### src/rtl/arm_mem_pkg.sv
// Shared types and constants for the ARM pipeline memory stage.
// Byte-enable encodings match what condUnit produces for word, halfword and byte accesses.
package arm_mem_pkg;

  typedef enum logic {MEM_IDLE, MEM_BUSY} mem_state_t;

  localparam logic [3:0] BE_WORD    = 4'b1111;
  localparam logic [3:0] BE_HALF_LO = 4'b0011;
  localparam logic [3:0] BE_HALF_HI = 4'b1100;

  // Contents of the MEM/WB pipeline register.
  typedef struct packed {
    logic [31:0] read_data;
    logic [31:0] alu_out;
    logic [31:0] pc_plus4;
    logic [3:0]  wa3;
    logic        reg_write;
    logic        mem_to_reg;
    logic        pc_src;
    logic        branch_link;
  } memwb_t;

  function automatic logic be_is_byte(input logic [3:0] be);
    return (be == 4'b0001) || (be == 4'b0010) || (be == 4'b0100) || (be == 4'b1000);
  endfunction

endpackage

### src/rtl/mem_lane_align.sv
// Byte-lane steering for the data-memory port: store replication, load extraction
// with zero extension, and misalignment detection. Purely combinational.
module mem_lane_align
  import arm_mem_pkg::*;
(
  input  logic [1:0]  i_addr_lo,
  input  logic [3:0]  i_be,
  input  logic [31:0] i_wdata,
  input  logic [31:0] i_rdata,
  output logic [31:0] o_wdata_rep,
  output logic [31:0] o_rdata_ext,
  output logic        o_misaligned
);

  logic [31:0] w_byte_shift;
  logic [31:0] w_half_shift;

  assign w_byte_shift = i_rdata >> {i_addr_lo, 3'b000};
  assign w_half_shift = i_rdata >> {i_addr_lo[1], 4'b0000};

  // NOTE: every output gets a default before the branches, so no latch is inferred.
  always_comb begin
    o_wdata_rep  = i_wdata;
    o_rdata_ext  = i_rdata;
    o_misaligned = 1'b0;
    if (i_be == BE_WORD) begin
      o_misaligned = (i_addr_lo != 2'd0);
    end else if (i_be == BE_HALF_LO || i_be == BE_HALF_HI) begin
      o_misaligned = (i_be == BE_HALF_LO) ? (i_addr_lo != 2'd0) : (i_addr_lo != 2'd2);
      o_wdata_rep  = {2{i_wdata[15:0]}};
      o_rdata_ext  = {16'h0000, w_half_shift[15:0]};
    end else if (be_is_byte(i_be)) begin
      o_misaligned = (i_be != (4'b0001 << i_addr_lo));
      o_wdata_rep  = {4{i_wdata[7:0]}};
      o_rdata_ext  = {24'h000000, w_byte_shift[7:0]};
    end
  end

endmodule

### src/rtl/mem_to_wb_stage.sv
// Memory stage of the 5-stage ARM pipeline: req/ack data-memory port with a bounded wait,
// pipeline stall while memory is busy, fault reporting, and the MEM/WB register.
module mem_to_wb_stage
  import arm_mem_pkg::*;
#(
  parameter int TIMEOUT = 16
) (
  input  logic        clk,
  input  logic        reset,
  input  logic [31:0] ALUResultM,
  input  logic [31:0] WriteDataM,
  input  logic [3:0]  WA3M,
  input  logic [3:0]  beM,
  input  logic        RegWriteM,
  input  logic        MemtoRegM,
  input  logic        MemWriteM,
  input  logic        PCSrcM,
  input  logic        branchLinkM,
  input  logic [31:0] PCPlus4M,
  output logic        dmem_req,
  output logic        dmem_we,
  output logic [31:0] dmem_addr,
  output logic [31:0] dmem_wdata,
  output logic [3:0]  dmem_be,
  input  logic [31:0] dmem_rdata,
  input  logic        dmem_ack,
  output logic        stallM,
  output logic        mem_fault,
  output logic [31:0] ReadDataW,
  output logic [31:0] ALUOutW,
  output logic [31:0] PCPlus4W,
  output logic [3:0]  WA3W,
  output logic        RegWriteW,
  output logic        MemtoRegW,
  output logic        PCSrcW,
  output logic        branchLinkW
);

  localparam int TO_W = $clog2(TIMEOUT + 1);

  mem_state_t    r_state, w_state_next;
  logic [TO_W-1:0] r_count, w_count_next;
  memwb_t        r_wb, w_wb_next;
  logic          r_fault, w_fault_next;

  logic        w_access, w_misaligned, w_req, w_stall, w_complete;
  logic [31:0] w_wdata_rep, w_rdata_ext;

  mem_lane_align u_align (
    .i_addr_lo    (ALUResultM[1:0]),
    .i_be         (beM),
    .i_wdata      (WriteDataM),
    .i_rdata      (dmem_rdata),
    .o_wdata_rep  (w_wdata_rep),
    .o_rdata_ext  (w_rdata_ext),
    .o_misaligned (w_misaligned)
  );

  // An access with no byte lanes enabled behaves like a non-memory instruction.
  assign w_access = (MemWriteM | MemtoRegM) & (beM != 4'b0000);

  always_comb begin
    w_state_next = r_state;
    w_count_next = r_count;
    w_req        = 1'b0;
    w_stall      = 1'b0;
    w_complete   = 1'b0;
    w_fault_next = 1'b0;
    case (r_state)
      MEM_IDLE: begin
        if (!w_access) begin
          w_complete = 1'b1;
        end else if (w_misaligned) begin
          w_fault_next = 1'b1;
        end else begin
          w_req = 1'b1;
          if (dmem_ack) begin
            w_complete = 1'b1;
          end else begin
            w_stall      = 1'b1;
            w_state_next = MEM_BUSY;
            w_count_next = TO_W'(1);
          end
        end
      end
      MEM_BUSY: begin
        w_req = 1'b1;
        if (dmem_ack) begin
          w_complete   = 1'b1;
          w_state_next = MEM_IDLE;
          w_count_next = '0;
        end else if (r_count == TO_W'(TIMEOUT)) begin
          // Abandon: the instruction retires as a bubble and the pipeline moves on.
          w_fault_next = 1'b1;
          w_state_next = MEM_IDLE;
          w_count_next = '0;
        end else begin
          w_stall      = 1'b1;
          w_count_next = r_count + TO_W'(1);
        end
      end
      default: begin
        w_state_next = MEM_IDLE;
        w_count_next = '0;
      end
    endcase
  end

  always_comb begin
    w_wb_next = '0;
    if (w_complete) begin
      w_wb_next.read_data   = (MemtoRegM && w_access) ? w_rdata_ext : 32'h0;
      w_wb_next.alu_out     = ALUResultM;
      w_wb_next.pc_plus4    = PCPlus4M;
      w_wb_next.wa3         = WA3M;
      w_wb_next.reg_write   = RegWriteM;
      w_wb_next.mem_to_reg  = MemtoRegM;
      w_wb_next.pc_src      = PCSrcM;
      w_wb_next.branch_link = branchLinkM;
    end
  end

  // Gating with reset lets an asynchronous reset drop the request in the same cycle.
  assign dmem_req   = w_req & ~reset;
  assign stallM     = w_stall & ~reset;
  assign dmem_we    = dmem_req & MemWriteM;
  assign dmem_addr  = dmem_req ? {ALUResultM[31:2], 2'b00} : 32'h0;
  assign dmem_wdata = dmem_we ? w_wdata_rep : 32'h0;
  assign dmem_be    = dmem_req ? beM : 4'b0000;

  // NOTE: sequential state uses non-blocking assignments so all registers update together.
  always_ff @(posedge clk or posedge reset) begin
    if (reset) begin
      r_state <= MEM_IDLE;
      r_count <= '0;
      r_wb    <= '0;
      r_fault <= 1'b0;
    end else begin
      r_state <= w_state_next;
      r_count <= w_count_next;
      r_wb    <= w_wb_next;
      r_fault <= w_fault_next;
    end
  end

  assign mem_fault   = r_fault;
  assign ReadDataW   = r_wb.read_data;
  assign ALUOutW     = r_wb.alu_out;
  assign PCPlus4W    = r_wb.pc_plus4;
  assign WA3W        = r_wb.wa3;
  assign RegWriteW   = r_wb.reg_write;
  assign MemtoRegW   = r_wb.mem_to_reg;
  assign PCSrcW      = r_wb.pc_src;
  assign branchLinkW = r_wb.branch_link;

endmodule

### config.mk
export PLATFORM = sky130hd
export DESIGN_NAME = mem_to_wb_stage
export DESIGN_NICKNAME = d
export VERILOG_FILES = /design/src/rtl/arm_mem_pkg.sv /design/src/rtl/mem_lane_align.sv /design/src/rtl/mem_to_wb_stage.sv
export SDC_FILE = /design/constraint.sdc
export NUM_CORES = 1
export LEC_CHECK = 0
export ABC_AREA = 1
export CAP_MARGIN = 15
export CORE_MARGIN = 2
export CORE_UTILIZATION = 43
export DETAILED_ROUTE_END_ITERATION = 16
export PLACE_DENSITY = 0.89
export SLEW_MARGIN = 30
export SYNTH_ARGS = -nofsm -noshare
export SYNTH_HDL_FRONTEND = slang
export SYNTH_HIERARCHICAL = 1
export SYNTH_SLANG_ARGS = --single-unit
### constraint.sdc
create_clock -name clk -period 8.13 [get_ports clk]
set_clock_uncertainty 0.05 [all_clocks]
set_input_delay 0.813 -clock clk [delete_from_list [all_inputs] [get_ports clk]]
set_output_delay 0.813 -clock clk [all_outputs]
set_load 0.01 [all_outputs]
==> out/results.tsv, run 1 <==
stage	metric	value	unit
detailed_routing	vias	6135	
yosys	netlist.area_leader.share	0.454	
setup_path	critPathArrivalTime	4.29	ns
cts	insertion_delay	0.35	ns
floorplan	initial_core_util	0.441	
setup_path	cp-end-kind	output port	
global_route	grtUsageTotal	0.263	
yosys	synth_commonest_cells	nand2_1 (147), inv_1 (122), dfrtp_1 (111)	
floorplan	dieArea	0.0152	mm²
sta	hold_viol	0	
placed_design	placed_cell_area	0.00919	mm²
yosys	netlist_area	0.00612	mm²
min_path	hold_path_class	flop to flop	
yosys	synth-edff-count	0	
sta	tns	0	ns
yosys	synth_area_leaders	dfrtp_1 (45%), nand2_1 (9.0%), a21oi_2 (8.6%)	
floorplan	fp.dieH	123	µm
sta	fin_crit_sh	0.633	
floorplan	core-area	0.0139	mm²
setup_path	reg2reg_setup_slack	5.65	ns
yosys	yosysWarnings	6	
job	drv_cap	0	
finish	drive_above_1_share	0.0957	
placed_design	place_congestion	0.891	
global_route	grt_pass1_wl	30100	µm
setup_path	crit_path_start_kind	input port	
finish	final_cell_area	0.00951	mm²
min_path	whs_path_depth	2	
power_and_ir_drop	p_leak	4.50	nW
finish	fin_nets	1186	
yosys	yosysUniqueCellTypes	31	
setup_path	critPathMaxFanout	35	
sta	maxSlewViolCount	0	
cts	clk_pin_slew	0.07	ns
cts	cts_tree	done	
detailed_routing	drt-pass1-iter-count	8	
yosys	synth_ff_type	dfrtp_1	
setup_path	crit_slowest_cell	clkdlybuf4s50_1	
setup_path	slowest_delay	0.79	ns
yosys	synth_seq_area_share	0.454	
yosys	ys_ff_latch	111	
detailed_routing	drc	0	
cts	cts.sink_count	111	
finish	utilization	0.685	
cts	root_buffer	clkbuf_16	
floorplan	num_io_pins	320	
global_route	grt.overflow.total	0	
setup_path	critPathRequiredTime	7.27	ns
placed_design	io_buffers	317	
sta	min_period	5.15	ns
setup_path	crit_type	input port to output port	
cts	cts_buffer_depth	2	
finish	area_growth	55.2	%
cts	cts_made_buffers	9	
detailed_routing	wl	20200	µm
global_route	antenna_found_initial	0	
power_and_ir_drop	ir_drop	0.000102	V
cts	cts_setup_buffers	0	
cts	htreeDepth	3	
detailed_routing	final_antenna_net_count	0	
placed_design	hpwl	15100	µm
detailed_routing	drtIter0Drc	604	
floorplan	placementRows	43	
sta	rsz0062_at_grt	false	
setup_path	cp_cell_sequence	clkdlybuf4s50_1 -> clkinv_1 -> o21ai_0 -> nand2_1 -> nor2_1 -> nand2_1 -> nand2_1 -> nand2_1 -> a21oi_1 -> nand2_2 -> nor2_1 -> clkdlybuf4s50_1	
finish	antenna_cells	0	
floorplan	die_w	123	µm
sta	slew_headroom	0.403	
global_route	grt_pass1_vias	5697	
setup_path	crit_top_cell	nand2_1	
power_and_ir_drop	powerDensity	166	mW/mm²
detailed_routing	avgRoutedWirePerCell	16.5	µm
sta	fmax	194	MHz
yosys	synth_most_common_cell	nand2_1	
power_and_ir_drop	power	1.58	mW
sta	tightestPinTransition	0.895	ns
yosys	synth_cells	764	
yosys	syn_avg_cell_area	8.02	µm²
status	status	finished, final reports clean	
setup_path	rr_worst_depth	5	
yosys	yosys.area.top_type	dfrtp_1	
yosys	synth-async-reset-ratio	1.00	
detailed_routing	routed_via_density	5.01	
cts	cts_hold_buffers	0	
sta	setup_viol	0	
cts	cts_resized	0	
sta	whs	0.527	ns
global_route	grt_max_degree	74	
## state kept, by name (all words and copies together), names as in the netlist
signal and flops:
mem_fault 1, RegWriteW 1, ALUOutW 32, MemtoRegW 1, ReadDataW 32, r_count 5, PCSrcW 1, PCPlus4W 32
WA3W 4, branchLinkW 1, r_state 1
## per-layer routing
metal,wire length [µm],GRT usage,vias to the layer above
li1,-,-,2915
met1,7450,0.305,2810
met2,10100,0.458,350
met3,1800,0.0632,60
met4,778,0.119,0
met5,0,0,-
## worst paths after layout
kind | from | endpoint
setup / recovery | ALUResultM[0] | dmem_addr[5]
hold / removal | r_count[4] | r_count[4]
setup reg to reg | r_state | ALUOutW[1]
hold reg to reg | r_count[4] | r_count[4]
max in group asynchronous | reset | PCSrcW
min in group asynchronous | reset | WA3W[1]
## critical path, delay by kind of cell
kind	cells	cell delay (ns)
AOI/OAI and AO/OA	2	0.51
and+or+nand+nor	7	1.15
buffers and inverters	3	1.78
## logic make-up after synthesis
kind of cell	synth area share
other cells	0.000612
flops	0.454
buf+inv	0.141
compound gates	0.177
fa+ha+maj	0.00409
xor+xnor	0.00286
simple gates	0.221
## per-stage QoR
| step | instances | setup slack, ns |
|---|---|---|
| floorplan | 765 | 4.34 |
| global placement | 1209 | 3.03 |
| detailed placement | 1209 | 3.05 |
| CTS | 1225 | 3.02 |
| global route | 1225 | 2.65 |
| finish | 1225 | 2.98 |
## power breakdown
group / internal (mW) / switching (mW)
logic: 0.241 / 0.257
clock network: 0.252 / 0.209
registers: 0.603 / 0.0200
total: 1.10 / 0.486
## placed cells by master (no fill, tap or decap), types with 2 or more instances in the layout
master           instances
nor2_1                  91
a21boi_1                10
nand2_4                  2
a22o_1                   5
o211ai_2                 2
a21boi_0                31
o21ai_0                 16
ha_1                     2
buf_4                    3
nand4_1                  3
dfrtp_1                111
clkbuf_16                9
inv_2                    5
a21oi_2                 60
o211ai_1                 5
inv_1                  121
a21oi_1                  7
nand3_1                 73
clkinvlp_4               2
clkdlybuf4s50_1        317
conb_1                   2
nand2_2                  7
nand2_1                146
## cell type report
| class | instances | area, µm² |
|---|---|---|
| Timing Repair Buffer | 321 | 3210 |
| Multi-Input combinational cell | 469 | 2500 |
| Inverter | 128 | 483 |
| Sequential cell | 111 | 2780 |
| Fill cell | 1096 | 4370 |
| Tap cell | 180 | 225 |
| Clock buffer | 10 | 239 |
| Clock inverter | 6 | 78.8 |
(Power assumes the default switching activity.)
==> inputs of run 2 (changes only) <==
--- a/config.mk
+++ b/config.mk
@@ -8,9 +8,9 @@
 export ABC_AREA = 1
 export CAP_MARGIN = 15
 export CORE_MARGIN = 2
-export CORE_UTILIZATION = 43
+export CORE_UTILIZATION = 40
 export DETAILED_ROUTE_END_ITERATION = 16
-export PLACE_DENSITY = 0.89
+export PLACE_DENSITY = 0.84
 export SLEW_MARGIN = 30
 export SYNTH_ARGS = -nofsm -noshare
 export SYNTH_HDL_FRONTEND = slang
==> constraint.sdc (replaced) <==
create_clock -name clk -period 4.8 [get_ports clk]
set_clock_uncertainty 0.05 [all_clocks]
set_input_delay 0.48 -clock clk [delete_from_list [all_inputs] [get_ports clk]]
set_output_delay 0.48 -clock clk [all_outputs]
set_load 0.01 [all_outputs]
==> run 2 against run 1 <==
Clock-buffer cell count shrank 1. Sequential cell count is the same. Power grew 71%. Utilization shrank 5.1 points. Critical path type unchanged. First-iteration DRC count grew 1.8%. Die area grew 7.3%. Design area grew 0.67%. Via count shrank 0.31%. Worst setup slack lost 2.4 ns. Sequential power grew 70%. Largest cell class unchanged.
==> out/results.tsv, run 2 (synthesis results as in run 1) <==
stage	metric	value	unit	change
cts	cts_hold_buffers	0		unchanged
cts	cts.sink_count	111		unchanged
finish	utilization	0.634		-0.0506
sta	tightestPinTransition	0.992	ns	+0.0966 ns
job	drv_cap	0		unchanged
min_path	whs_path_depth	2		unchanged
power_and_ir_drop	p_leak	4.53	nW	+0.69%
cts	cts_resized	0		unchanged
floorplan	die_w	128	µm	+3.6%
sta	hold_viol	0		unchanged
min_path	hold_path_end	r_count[3]		
global_route	grt_pass1_vias	5892		+3.4%
global_route	grtUsageTotal	0.250		-0.0133
sta	slew_headroom	0.339		-0.0644
setup_path	crit_path_start_kind	input port		
placed_design	place_congestion	0.948		+6.4%
setup_path	r2r-end	branchLinkW		
floorplan	dieArea	0.0163	mm²	+7.3%
placed_design	dp.cells	1223		+1.2%
finish	fin_cells	1239		+1.1%
floorplan	initial_core_util	0.406		-0.0353
power_and_ir_drop	power	2.70	mW	+71%
placed_design	io_buffers	317		unchanged
finish	final_cell_mix	clkdlybuf4s50_1 (317), nand2_1 (146), inv_1 (121)		
cts	clk_pin_slew	0.08	ns	about the same
detailed_routing	drtIter0Drc	615		+1.8%
global_route	antenna_found_initial	0		unchanged
setup_path	worstReg2RegStart	r_state		
sta	fin_crit_sh	0.870		
global_route	grt_max_degree	81		+9.5%
cts	cts_setup_buffers	0		unchanged
placed_design	hpwl	15500	µm	+3.0%
detailed_routing	wl	21000	µm	+4.1%
cts	htreeDepth	3		unchanged
setup_path	critPathMaxFanout	33		-5.7%
global_route	grt_pass1_wl	31600	µm	+4.9%
sta	rsz0062_at_grt	false		
finish	area_growth	56.3	%	
cts	root_buffer	clkbuf_16		
detailed_routing	vias	6116		-0.31%
floorplan	num_io_pins	320		unchanged
sta	fmax	239	MHz	
detailed_routing	final_antenna_net_count	0		unchanged
setup_path	critPathRequiredTime	4.27	ns	-3.00 ns
sta	maxSlewViolCount	0		unchanged
sta	tns	0	ns	unchanged
detailed_routing	drc	0		unchanged
setup_path	crit_type	input port to output port		
cts	cts_tree	done		
cts	insertion_delay	0.36	ns	about the same
setup_path	cp-end-kind	output port		
detailed_routing	drt-pass1-iter-count	5		-3
status	status	finished, final reports clean		
cts	cts_buffer_depth	2		unchanged
setup_path	rr_worst_depth	4		-1
finish	drive_above_1_share	0.101		+0.00516
floorplan	fp.dieH	128	µm	+3.6%
finish	antenna_cells	0		unchanged
finish	fin_nets	1192		+0.51%
floorplan	core-area	0.0151	mm²	+8.7%
power_and_ir_drop	ir_drop	0.000199	V	+95%
detailed_routing	avgRoutedWirePerCell	17.0	µm	+2.9%
detailed_routing	routed_via_density	4.94		-1.4%
finish	layout_commonest_cell	clkdlybuf4s50_1		
cts	cts_made_buffers	9		unchanged
min_path	min-delay-start	r_state		
min_path	hold_path_class	flop to flop		
sta	setup_viol	0		unchanged
power_and_ir_drop	powerDensity	282	mW/mm²	+70%
global_route	grt.overflow.total	0		unchanged
sta	min_period	4.18	ns	
setup_path	critPathArrivalTime	3.65	ns	-0.64 ns
setup_path	reg2reg_setup_slack	2.58	ns	-3.07 ns
floorplan	placementRows	45		+4.7%
run 2: area by class of cell:
| type | count | area (µm²) |
|---|---|---|
| inverters | 128 | 485 |
| well taps | 188 | 235 |
| multi-input cells | 469 | 2500 |
| flip-flops and latches | 111 | 2780 |
| clock buffers | 9 | 225 |
| fillers | 1249 | 5520 |
| repair buffers | 327 | 3260 |
| clock inverters | 7 | 90.1 |
run 2: stage by stage:
step	hold slack, ns	instance area, µm²	setup WS, ns
finish	0.520	9570	0.623
global route	0.552	9570	0.224
CTS	0.520	9570	0.636
detailed placement	0.497	9260	0.651
global placement	0.475	9250	0.684
floorplan	0.462	6130	1.34
run 2: power breakdown:
| group | total, mW | switching (mW) | leakage [nW] | internal [mW] |
|---|---|---|---|---|
| combinational | 0.851 | 0.437 | 2.92 | 0.414 |
| sequential | 1.06 | 0.0359 | 1.46 | 1.02 |
| clock | 0.793 | 0.376 | 0.147 | 0.417 |
| total | 2.70 | 0.849 | 4.53 | 1.85 |
run 2: worst max-delay path: stages:
cell,delay (ns)
clkdlybuf4s50_1,0.46
buf_4,0.20
clkinv_1,0.29
o21ai_0,0.24
nand2_1,0.07
nor2_1,0.11
nand2_1,0.06
nand2_1,0.05
nand2_1,0.07
a21oi_1,0.24
nand3_2,0.51
nor2_1,0.28
clkdlybuf4s50_1,0.57
run 2: worst max-delay path by stage:
stage | end | slack [ns] | from | cells past startpoint
after floorplan | ALUOutW[0] | 1.34 | reset | 1
after global placement | dmem_addr[8] | 0.68 | ALUResultM[0] | 13
after detailed placement | dmem_be[1] | 0.65 | ALUResultM[0] | 13
after CTS | dmem_wdata[24] | 0.64 | ALUResultM[0] | 13
after global routing | dmem_wdata[31] | 0.22 | ALUResultM[0] | 13
final | dmem_wdata[24] | 0.62 | ALUResultM[0] | 13
run 2: metal layers:
metal | up-vias | global-route usage | share of wire
met5 | - | 0 | 0
met3 | 53 | 0.0518 | 0.074
met1 | 2833 | 0.300 | 0.40
met4 | 0 | 0.104 | 0.036
met2 | 309 | 0.436 | 0.49
li1 | 2921 | - | -
==> inputs of run 3 (changes only) <==
--- a/config.mk
+++ b/config.mk
@@ -10,7 +10,7 @@
 export CORE_MARGIN = 2
 export CORE_UTILIZATION = 40
 export DETAILED_ROUTE_END_ITERATION = 16
-export PLACE_DENSITY = 0.84
+export PLACE_DENSITY = 0.81
 export SLEW_MARGIN = 30
 export SYNTH_ARGS = -nofsm -noshare
 export SYNTH_HDL_FRONTEND = slang
==> run 3 against run 2 <==
Power increased by 1.7%. Sequential share of layout area about the same. Clock power increased by 6.2%. Design area increased by 0.17%. Die area unchanged. Maximum frequency increased by 1.3%. Global-route usage decreased by 0.34 points. Worst setup slack improved by 0.052 ns. Final cell count unchanged. Via count decreased by 0.75%.
==> out/results.tsv, run 3 (synthesis results as in run 1) <==
stage	metric	value	unit	change
setup_path	crit_slowest_cell	clkdlybuf4s50_1		
placed_design	hpwl	15200	µm	-2.3%
power_and_ir_drop	p_seq_frac	0.384		-0.007
sta	fmax	242	MHz	+1.3%
cts	cts.sink_count	111		unchanged
power_and_ir_drop	power_frac_comb	0.309		-0.006
detailed_routing	final_antenna_net_count	0		unchanged
cts	cts_tree	done		
setup_path	crit_path_start_kind	input port		
power_and_ir_drop	ir_drop	0.000208	V	+4.1%
power_and_ir_drop	powerDensity	286	mW/mm²	+1.5%
setup_path	slowest_delay	0.61	ns	+0.04 ns
setup_path	critPathRequiredTime	4.27	ns	about the same
setup_path	crit_top_cell	nand2_1		
min_path	hold_path_class	flop to flop		
detailed_routing	vias	6070		-0.75%
setup_path	crit_type	input port to output port		
floorplan	initial_core_util	0.406		unchanged
cts	root_buffer	clkbuf_16		
global_route	antenna_found_initial	2		+2
setup_path	cp_cell_sequence	clkdlybuf4s50_1 -> clkinv_1 -> o21ai_0 -> nand2_1 -> nor2_1 -> nand2_1 -> nand2_1 -> nand2_1 -> a21oi_1 -> nand2_2 -> nor2_1 -> clkdlybuf4s50_1		
power_and_ir_drop	p_leak	4.54	nW	+0.25%
cts	insertion_delay	0.36	ns	about the same
sta	hold_viol	0		unchanged
sta	setup_ws	0.675	ns	+0.0516 ns
sta	setup_viol	0		unchanged
floorplan	placementRows	45		unchanged
placed_design	post-place-ws	0.720	ns	+0.0699 ns
floorplan	core-area	0.0151	mm²	unchanged
sta	tns	0	ns	unchanged
job	drv_cap	0		unchanged
sta	slew_headroom	0.374		+0.0351
power_and_ir_drop	power_frac_clock	0.307		+0.013
finish	drive_above_1_share	0.101		unchanged
finish	fin_nets	1192		unchanged
finish	area_growth	56.5	%	
cts	cts_setup_buffers	0		unchanged
setup_path	cp-end-kind	output port		
power_and_ir_drop	power_switching	0.845	mW	-0.46%
detailed_routing	drtIter0Drc	486		-21%
cts	htreeDepth	3		unchanged
detailed_routing	drt-pass1-iter-count	5		unchanged
power_and_ir_drop	internal_power	1.90	mW	+2.6%
setup_path	critPathArrivalTime	3.59	ns	-0.06 ns
floorplan	fp.dieH	128	µm	unchanged
finish	antenna_cells	0		unchanged
detailed_routing	avgRoutedWirePerCell	16.5	µm	-2.5%
cts	cts_buffer_depth	2		unchanged
placed_design	placed_cell_area	0.00926	mm²	unchanged
floorplan	dieArea	0.0163	mm²	unchanged
setup_path	critPathMaxFanout	35		+6.1%
sta	tightestPinTransition	0.939	ns	-0.0526 ns
floorplan	die_w	128	µm	unchanged
cts	cts_resized	0		unchanged
power_and_ir_drop	sw_frac_of_total	0.308		-0.00654
placed_design	place_congestion	0.859		-9.4%
detailed_routing	drc	0		unchanged
finish	final_cell_mix	clkdlybuf4s50_1 (317), nand2_1 (146), inv_1 (121)		
cts	clk_pin_slew	0.08	ns	about the same
global_route	grtUsageTotal	0.246		-0.00342
cts	cts_hold_buffers	0		unchanged
sta	min_period	4.12	ns	-0.0516 ns
finish	layout_commonest_cell	clkdlybuf4s50_1		
global_route	grt_max_degree	85		+4.9%
detailed_routing	routed_via_density	4.90		-0.75%
placed_design	io_buffers	317		unchanged
sta	fin_crit_sh	0.859		-0.0108
detailed_routing	wl	20500	µm	-2.5%
floorplan	num_io_pins	320		unchanged
status	status	finished, final reports clean		
sta	maxSlewViolCount	0		unchanged
global_route	grt_pass1_wl	31100	µm	-1.7%
cts	cts_made_buffers	9		unchanged
global_route	grt_pass1_vias	5768		-2.1%
finish	final_cell_area	0.00959	mm²	+0.17%
global_route	grt.overflow.total	0		unchanged
sta	rsz0062_at_grt	false		
run 3: changes by cell type in the layout (fill, tap and decap cells not counted):
cell / delta
bufinv_16: +1
clkinvlp_4: -1
inv_8: -1
clkinv_2: +1
run 3: metal layers:
| metal | GRT usage | share of wire | vias up |
|---|---|---|---|
| met5 | 0 | 0.0013 | - |
| met4 | 0.0950 | 0.030 | 4 |
| met3 | 0.0588 | 0.083 | 49 |
| met2 | 0.443 | 0.50 | 306 |
| met1 | 0.283 | 0.39 | 2789 |
| li1 | - | - | 2922 |
run 3: power by group through the flow:
| stage | sequential [mW] | combinational (mW) | clock, mW |
|---|---|---|---|
| floorplan | 1.11 | 0.381 | 0 |
| global placement | 1.07 | 0.836 | 0 |
| detailed placement | 1.08 | 0.847 | 0 |
| CTS | 1.06 | 0.851 | 0.850 |
| global route | 1.06 | 0.914 | 0.893 |
| finish | 1.06 | 0.848 | 0.842 |
run 3: layout make-up:
class / instances / area (µm²)
Multi-Input combinational cell: 469 / 2500
Timing Repair Buffer: 327 / 3260
Tap cell: 188 / 235
Inverter: 128 / 485
Clock inverter: 7 / 106
Clock buffer: 9 / 225
Sequential cell: 111 / 2780
Fill cell: 1286 / 5500
run 3: path summary, 6_finish.rpt:
kind / from / end / slack (ns) / cells past startpoint
setup reg to reg: r_state / PCPlus4W[27] / 2.55 / 4
hold / removal: r_state / r_count[3] / 0.49 / 2
setup / recovery: ALUResultM[0] / dmem_addr[6] / 0.68 / 12
hold reg to reg: r_state / r_count[3] / 0.49 / 2
min in group asynchronous: reset / PCPlus4W[13] / 0.65 / 2
max in group asynchronous: reset / ALUOutW[3] / 3.12 / 3
run 3: per-stage QoR:
step / hold WS (ns) / cells / util / power (mW)
after floorplan: 0.462 / 765 / - / 1.49
after global placement: 0.479 / 1223 / 0.613 / 1.91
after detailed placement: 0.480 / 1223 / 0.613 / 1.92
after CTS: 0.498 / 1239 / 0.635 / 2.76
after global routing: 0.533 / 1239 / 0.635 / 2.87
final: 0.493 / 1239 / 0.635 / 2.75
run 3: worst max-delay path, delay by kind of cell:
family / cells / cell delay (ns)
buffers and inverters: 3 / 1.40
and+or+nand+nor: 7 / 1.10
AOI/OAI and AO/OA: 2 / 0.58
